$ cat config.mk
export PLATFORM = sky130hd
export DESIGN_NAME = linecache_pingpong
export DESIGN_NICKNAME = d
export VERILOG_FILES = /design/src/rtl/linecache_pkg.sv /design/src/rtl/linecache_sdpram.sv /design/src/rtl/linecache_pingpong.sv
export SDC_FILE = /design/constraint.sdc
export NUM_CORES = 1
export LEC_CHECK = 0
export BUFFER_PORTS_ARGS = -buffer_cell sky130_fd_sc_hd__clkbuf_2
export CORE_MARGIN = 2
export CORE_UTILIZATION = 40
export CTS_BUF_LIST = sky130_fd_sc_hd__clkbuf_4
export DETAILED_ROUTE_END_ITERATION = 16
export PLACE_DENSITY = 0.62
export SYNTH_ARGS = -nofsm -noshare
export SYNTH_HDL_FRONTEND = slang
export SYNTH_SLANG_ARGS = --single-unit
$ cat constraint.sdc
create_clock -name i_clk -period 3 [get_ports i_clk]
set_clock_uncertainty 0.1 [all_clocks]
set_input_delay 0.6 -clock i_clk [delete_from_list [all_inputs] [get_ports i_clk]]
set_output_delay 0.6 -clock i_clk [all_outputs]
set_load 0.05 [all_outputs]
$ cat src/rtl/linecache_pkg.sv
// linecache_pkg: shared width math and parameter legality checks for the ping-pong line cache.
package linecache_pkg;

    function automatic int lc_ratio(input int wr_w, input int rd_w);
        return wr_w / rd_w;
    endfunction

    function automatic int lc_sub_w(input int ratio);
        return ratio > 1 ? $clog2(ratio) : 0;
    endfunction

    function automatic int lc_wr_aw(input int line_words);
        return $clog2(2 * line_words);
    endfunction

    function automatic int lc_rd_aw(input int line_words, input int wr_w, input int rd_w);
        return lc_wr_aw(line_words) + lc_sub_w(lc_ratio(wr_w, rd_w));
    endfunction

    function automatic bit lc_params_ok(input int line_words, input int wr_w, input int rd_w);
        return rd_w > 0 && wr_w % rd_w == 0 && line_words >= 2 && (line_words & (line_words - 1)) == 0;
    endfunction

endpackage

$ cat src/rtl/linecache_sdpram.sv
// linecache_sdpram: single-clock simple dual-port RAM, wide write port, narrow registered read port.
module linecache_sdpram
    import linecache_pkg::*;
#(
    parameter int WR_WIDTH   = 4,
    parameter int RD_WIDTH   = 1,
    parameter int LINE_WORDS = 128,
    localparam int WAW = lc_wr_aw(LINE_WORDS),
    localparam int RAW = lc_rd_aw(LINE_WORDS, WR_WIDTH, RD_WIDTH)
) (
    input  logic                i_clk,
    input  logic                i_rst,
    input  logic                i_we,
    input  logic [WAW-1:0]      i_waddr,
    input  logic [WR_WIDTH-1:0] i_wdata,
    input  logic                i_re,
    input  logic [RAW-1:0]      i_raddr,
    output logic [RD_WIDTH-1:0] o_rdata
);
    localparam int SW = lc_sub_w(lc_ratio(WR_WIDTH, RD_WIDTH));

    logic [WR_WIDTH-1:0] r_mem [2*LINE_WORDS];
    logic [WR_WIDTH-1:0] r_word;
    logic [RAW-1:0]      r_sub;

    always_ff @(posedge i_clk) begin
        if (i_we) r_mem[i_waddr] <= i_wdata;
    end

    // Full word is read out; the element is picked after the register so the array stays WR_WIDTH wide.
    always_ff @(posedge i_clk) begin
        if (i_rst) begin
            r_word <= '0;
            r_sub  <= '0;
        end else if (i_re) begin
            r_word <= r_mem[WAW'(i_raddr >> SW)];
            r_sub  <= i_raddr & RAW'((1 << SW) - 1);
        end
    end

    assign o_rdata = r_word[r_sub*RD_WIDTH +: RD_WIDTH];

endmodule

$ cat src/rtl/linecache_pingpong.sv
// linecache_pingpong: double-buffered width-converting line cache; fills one bank while the other streams out.
module linecache_pingpong
    import linecache_pkg::*;
#(
    parameter int WR_WIDTH   = 4,
    parameter int RD_WIDTH   = 1,
    parameter int LINE_WORDS = 128
) (
    input  logic                i_clk,
    input  logic                i_reset,
    input  logic                i_wr_valid,
    input  logic [WR_WIDTH-1:0] i_wr_data,
    output logic                o_wr_full,
    output logic                o_wr_overflow,
    input  logic                i_swap,
    input  logic                i_rd_en,
    output logic [RD_WIDTH-1:0] o_rd_data,
    output logic                o_rd_valid,
    output logic                o_rd_empty,
    output logic                o_bank_sel
);
    localparam int RATIO = lc_ratio(WR_WIDTH, RD_WIDTH);
    localparam int SW    = lc_sub_w(RATIO);
    localparam int WAW   = lc_wr_aw(LINE_WORDS);
    localparam int RAW   = lc_rd_aw(LINE_WORDS, WR_WIDTH, RD_WIDTH);
    localparam int WW    = $clog2(LINE_WORDS);
    localparam int WPW   = WW + 1;
    localparam int RPW   = $clog2(LINE_WORDS * RATIO) + 1;

    if (!lc_params_ok(LINE_WORDS, WR_WIDTH, RD_WIDTH)) begin : g_bad_params
        $error("linecache_pingpong: WR_WIDTH must be a multiple of RD_WIDTH and LINE_WORDS a power of two >= 2");
    end

    logic           r_bank;
    logic [WPW-1:0] r_wr_ptr;
    logic [RPW-1:0] r_rd_ptr;
    logic [RPW-1:0] r_rd_level;
    logic           r_overflow;
    logic           r_rd_valid;

    logic           w_full;
    logic           w_empty;
    logic           w_we;
    logic           w_re;
    logic [WPW-1:0] w_wr_ptr_nx;
    logic [RPW-1:0] w_level;
    logic [WW-1:0]  w_rd_word;
    logic [WAW-1:0] w_waddr;
    logic [RAW-1:0] w_raddr;

    assign w_full      = r_wr_ptr == WPW'(LINE_WORDS);
    assign w_empty     = r_rd_ptr == r_rd_level;
    assign w_we        = i_wr_valid && !w_full;
    assign w_re        = i_rd_en && !w_empty && !i_swap;
    assign w_wr_ptr_nx = r_wr_ptr + WPW'(w_we);
    // Level includes a word accepted in the swap cycle, since that write lands in the outgoing bank.
    assign w_level     = RPW'(w_wr_ptr_nx * RATIO);
    assign w_rd_word   = WW'(r_rd_ptr / RATIO);
    assign w_waddr     = {r_bank, r_wr_ptr[WW-1:0]};
    assign w_raddr     = (RAW'({~r_bank, w_rd_word}) << SW) | RAW'(r_rd_ptr % RATIO);

    always_ff @(posedge i_clk) begin
        if (i_reset) begin
            r_bank     <= 1'b0;
            r_wr_ptr   <= '0;
            r_rd_ptr   <= '0;
            r_rd_level <= '0;
            r_overflow <= 1'b0;
            r_rd_valid <= 1'b0;
        end else begin
            r_rd_valid <= w_re;
            if (i_swap) begin
                r_bank     <= ~r_bank;
                r_wr_ptr   <= '0;
                r_rd_ptr   <= '0;
                r_rd_level <= w_level;
                r_overflow <= 1'b0;
            end else begin
                r_wr_ptr   <= w_wr_ptr_nx;
                r_rd_ptr   <= r_rd_ptr + RPW'(w_re);
                r_overflow <= r_overflow | (i_wr_valid && w_full);
            end
        end
    end

    linecache_sdpram #(
        .WR_WIDTH   (WR_WIDTH),
        .RD_WIDTH   (RD_WIDTH),
        .LINE_WORDS (LINE_WORDS)
    ) u_ram (
        .i_clk   (i_clk),
        .i_rst   (i_reset),
        .i_we    (w_we),
        .i_waddr (w_waddr),
        .i_wdata (i_wr_data),
        .i_re    (w_re),
        .i_raddr (w_raddr),
        .o_rdata (o_rd_data)
    );

    assign o_wr_full     = w_full;
    assign o_wr_overflow = r_overflow;
    assign o_rd_valid    = r_rd_valid;
    assign o_rd_empty    = w_empty;
    assign o_bank_sel    = r_bank;

endmodule
Word level (Yosys, flattened, before mapping)
Memory sizes are Yosys's and may differ from the RTL's. A register that Yosys moved wholly into a read port is not among the register bits.
Index checks and enable logic that the tools add are counted.
Storage, ports and cells
  memories kept: 1
  word-level logic and storage cells: 26
  RAM bits: 1024
  input port bits: 9
  bits in registers: 31
Operators by class
  bitwise gates (word level): 3
  shift operators: 1
  $add $sub $neg: 2
  reductions and logical operators: 8
  muxes and demuxes: 2
  eq/ne operators: 2
Memories
  u_ram.r_mem: words 256, bits a word 4, read ports 1, clocked after Yosys merged registers in 1, wr ports 1, line linecache_sdpram.sv:22  | logic [WR_WIDTH-1:0] r_mem [2*LINE_WORDS];
Operator list (count)
  adder 10 x 1 -> 10 bit: 1
  == test 10 bit: 1
  bitwise OR 10 x 2 -> 10 bit: 1
  adder 8 x 1 -> 8 bit: 1
  == test 8 bit, second input constant: 1
  logical AND 1 bit: 4
  indexed part select 4 x 3 -> 1 bit: 1
  zero test 1 bit: 3
  2-to-1 mux 1 bit: 2
  OR reduction 2 bit: 1
  NOT 1 bit: 1
  bitwise OR 1 bit: 1

Logic depth before layout (Yosys ltp)
  depth in word-level cells: 5
  mapped depth: 14
  depth with buffers taken out: 10

Cells and area by module
Synthesis repeated with hierarchy kept, for this count alone.
Second synthesis, totals
  cell total of the unflattened synthesis: 2319
  area total of the unflattened synthesis: 42260.5 um2
Modules (own cells, without submodules)
  linecache_sdpram: seq. area each 30869.6 um2, times used 1, area an instance 41005.6 um2, cells each 2182
  linecache_pingpong: seq. area each 580.6 um2, times used 1, area an instance 1255.0 um2, cells each 137

Worst setup path before layout
OpenSTA, ideal clock, no wires.
  path type: register to register
  start point: register r_rd_ptr[2]
  end point: register r_rd_ptr[6]
  cell stages (with the launch flop): 14
  buffers on the path: 4
  required time: 2772 ps
  slack: -627 ps
  arrival: 3399 ps
  cell sequence: dfxtp_1 > buf_6 > buf_12 > buf_8 > buf_6 > xnor2_1 > nand4_1 > nor3_1 > nor2_1 > ha_1 > ha_1 > nand4_1 > xnor2_1 > nor2_1
On the way
  word-level cells in the longest chain between the ends: 5
RTL lines
  start, declared: line linecache_pingpong.sv:36  | logic [RPW-1:0] r_rd_ptr;
  start signal, assigned: line linecache_pingpong.sv:80  | r_rd_ptr <= r_rd_ptr + RPW'(w_re);
  == test 10 bit: line linecache_pingpong.sv:52  | assign w_empty = r_rd_ptr == r_rd_level;
  via o_rd_empty: line linecache_pingpong.sv:19  | output logic o_rd_empty,
  zero test 1 bit: line linecache_pingpong.sv:54  | assign w_re = i_rd_en && !w_empty && !i_swap;
  logical AND 1 bit (2 in a row): line linecache_pingpong.sv:54
  via u_ram.i_re: line linecache_sdpram.sv:16  | input logic i_re,
  adder 10 x 1 -> 10 bit: line linecache_pingpong.sv:80
The timed path passes the listed nets, and every way through them passes these cells.
A chain may end at the register's enable or synchronous reset.

Worst setup path after layout
  start point: register r_rd_ptr[4]
  end point: output port o_rd_empty
On the way
  word-level cells in the longest chain between the ends: 1
RTL lines (line)
  == test 10 bit: linecache_pingpong.sv:52
  end, declared: linecache_pingpong.sv:19
No other way between the ends.

==> impl_metrics.env <==
export IMPL_whs_ns=0.264
export IMPL_synth_area_leader_cell="edfxtp_1"
export IMPL_std_cell_rows=119
export IMPL_finish_utilization=0.468
export IMPL_syn_nets=2282
export IMPL_die_area_um2=108000
export IMPL_clkLatencyLatePin_ns=1.12
export IMPL_synth_flop_cell="edfxtp_1"
export IMPL_final_net_count=2696
export IMPL_cts_root_buf="clkbuf_4"
export IMPL_htree_num_levels=5
export IMPL_fin_crit_sh=1.03
export IMPL_synth_edf_count=1024
export IMPL_cp_data_required_time_ns=2.30
export IMPL_synth_cells=2269
export IMPL_cp_end_kind="output port"
export IMPL_grt_overflow=0
export IMPL_die_w_um=328
export IMPL_peakVddDrop_mv=0.327
export IMPL_drt_initial_drc_count=2725
export IMPL_vias=24000
export IMPL_start_util=0.402
export IMPL_dp_cells=3762
export IMPL_yosysTopAreaCellShare=0.730
export IMPL_grt_pass1_vias=24800
export IMPL_io_pins=15
export IMPL_fin_ws_ns=-0.0765
export IMPL_final_cells=4253
export IMPL_violations="negative setup slack"
export IMPL_dp_hpwl_um=70400
export IMPL_slew_headroom=0.442
export IMPL_coreArea_um2=105000
export IMPL_track_usage=0.209
export IMPL_async_flop_share=0
export IMPL_drv_cap=0
export IMPL_drc=0
export IMPL_syn_avg_cell_area_um2=18.6
export IMPL_critPathSlowestCell="dfxtp_4"
export IMPL_slowest_delay_ns=0.35
export IMPL_fmax_ghz=0.325
export IMPL_die_h_um=328
export IMPL_clkSlewWorstSetupHoldPaths_ns=0.07
export IMPL_yosysWarningCount=0
export IMPL_cp_data_arrival_time_ns=2.38
export IMPL_status="finished, violations left"
export IMPL_ant_nets=0
export IMPL_synth_seq_cells=1059
export IMPL_place_congestion=0.878
export IMPL_cts_max_path_buffers=4
export IMPL_dp_slack_ns=-0.151
export IMPL_synth_most_common_cell="edfxtp_1"
export IMPL_synthDistinctLibCells=56
export IMPL_grt_max_degree=132
export IMPL_finalWirelength_um=112000
export IMPL_antenna_found_initial=2
export IMPL_tightestPinTransition_ns=0.829
export IMPL_clkSinkCount=1059
export IMPL_drive_gt1_frac=0.326
export IMPL_setup_violations=2
export IMPL_synth_area_leaders="edfxtp_1, mux4_2, mux2i_1"
export IMPL_hold_viol=0
export IMPL_io_buffers=14
export IMPL_grt_setup_unrepaired="true"
export IMPL_drv_slew=0
export IMPL_avgRoutedWirePerCell_um=26.4
export IMPL_area_growth_pct=16.5
export IMPL_synth_area_um2=42100
export IMPL_dr_pass1_iters=6
export IMPL_hold_class="in2reg"
export IMPL_grt_pass1_wl_um=164000
export IMPL_cts_buffers=284
export IMPL_cts_tree="yes"
export IMPL_synth_common_cells="edfxtp_1, nor2_1, mux4_2"
export IMPL_worstSetupPathType="reg2out"
export IMPL_via_per_inst=5.64
export IMPL_finalCriticalPeriod_ns=3.08
export IMPL_p_per_area_nw_per_um2=583
export IMPL_leakage_uw=0.0155
export IMPL_cp_cell_sequence="xor2_1 > or3_4 > nor3_4 > buf_8"
export IMPL_cp_start_kind="flip-flop"
export IMPL_crit_path_max_fanout=2
export IMPL_synth_yosys_seq_area_share=0.747
==> through the flow <==
step,power (uW),cell area [um2],setup TNS [ns]
finish,28600,49100,-0.119
global route,29700,49100,-0.424
CTS,28900,48900,-0.375
detailed placement,17000,45300,-0.412
global placement,17000,45300,-0.352
floorplan,16700,42100,0
==> final timing paths <==
check	start	end	slack [ns]	cells past startpoint
worst max-delay path	r_rd_ptr[4]	o_rd_empty	-0.08	4
worst min register to register	o_wr_overflow	o_wr_overflow	0.38	2
worst min-delay path	i_wr_valid	o_wr_overflow	0.26	4
worst max register to register	r_rd_ptr[3]	u_ram.r_word[2]	-0.04	10
==> critical path, delay by kind of cell, from the launching register on <==
family / cells / cell delay [ns]
buffers and inverters: 1 / 0.18
and+or+nand+nor: 2 / 0.58
DFF: 1 / 0.35
xor gates and xnor gates: 1 / 0.14
==> layer usage <==
layer  GRT usage  part of all wire  vias up
met4      0.0691             0.023        0
met2       0.328              0.47     1307
met1       0.289              0.41    12400
li1            -                 -    10100
met3      0.0510             0.095      155
met5           0                 0        -
==> logic make-up after synthesis <==
| kind of cell | after synthesis | synth area share |
|---|---|---|
| multiplexers | 337 | 0.142 |
| buffers and inverters | 153 | 0.0207 |
| adder cells (fa/ha/maj) | 4 | 0.00119 |
| flip-flops | 1059 | 0.747 |
| AO/OA/AOI/OAI | 199 | 0.0347 |
| XOR/XNOR | 21 | 0.00437 |
| AND/OR/NAND/NOR | 496 | 0.0496 |
==> registers in the layout (all words and copies together) (netlist names) <==
name,cells
r_wr_ptr,8
o_bank_sel,1
o_wr_overflow,1
r_rd_ptr,10
u_ram.r_sub,2
u_ram.r_mem,1024
o_rd_valid,1
r_rd_level,8
u_ram.r_word,4
==> cell usage in the layout (no fill, tap or decap), types with 5 or more instances in the layout <==
| cell | n |
|---|---|
| o221ai_1 | 8 |
| nand2b_1 | 5 |
| a221oi_2 | 5 |
| o211ai_1 | 5 |
| nor2b_1 | 10 |
| clkbuf_4 | 396 |
| and3_1 | 7 |
| clkbuf_2 | 7 |
| dfxtp_4 | 7 |
| mux4_2 | 208 |
| inv_2 | 8 |
| mux2_2 | 13 |
| a221oi_1 | 28 |
| xnor2_1 | 13 |
| nand4_1 | 7 |
| xor2_1 | 7 |
| clkinv_1 | 57 |
| dlygate4sd3_1 | 11 |
| nand3_1 | 25 |
| o22ai_1 | 11 |
| a22oi_1 | 18 |
| buf_12 | 34 |
| a221o_1 | 17 |
| a211oi_1 | 16 |
| a21oi_1 | 32 |
| buf_6 | 5 |
| buf_4 | 210 |
| nand2_1 | 84 |
| edfxtp_1 | 1024 |
| nor3_1 | 21 |
| dfxtp_1 | 24 |
| and2_1 | 9 |
| o21ai_1 | 5 |
| o21ai_0 | 26 |
| mux2i_1 | 115 |
| a31oi_1 | 7 |
| nor2_1 | 302 |
==> area by class of cell <==
| type | instances | area (um2) |
|---|---|---|
| Fill cell | 8947 | 55800 |
| Antenna cell | 2 | 5.00 |
| Timing Repair Buffer | 275 | 2640 |
| Inverter | 6 | 22.5 |
| Clock inverter | 67 | 309 |
| Multi-Input combinational cell | 1057 | 9890 |
| Clock buffer | 396 | 2970 |
| Tap cell | 1391 | 1740 |
| Sequential cell | 1059 | 31500 |
==> report_power, final <==
group	leakage, uW	total, uW	internal (uW)	switching, uW
registers	0.00949	16200	16200	15.7
logic	0.00405	497	116	381
clock network	0.00198	11900	6210	5640
==> timing repair <==
item,in CTS,in global routing
hold endpoints to repair,465,0
hold buffers,11,0
cloned,1,1
endpoints found under the setup margin,7,7
buffers inserted,10,4
pin swaps,5,4
resized for setup,30,16
No activity file was read; power rests on OpenSTA's default activity.
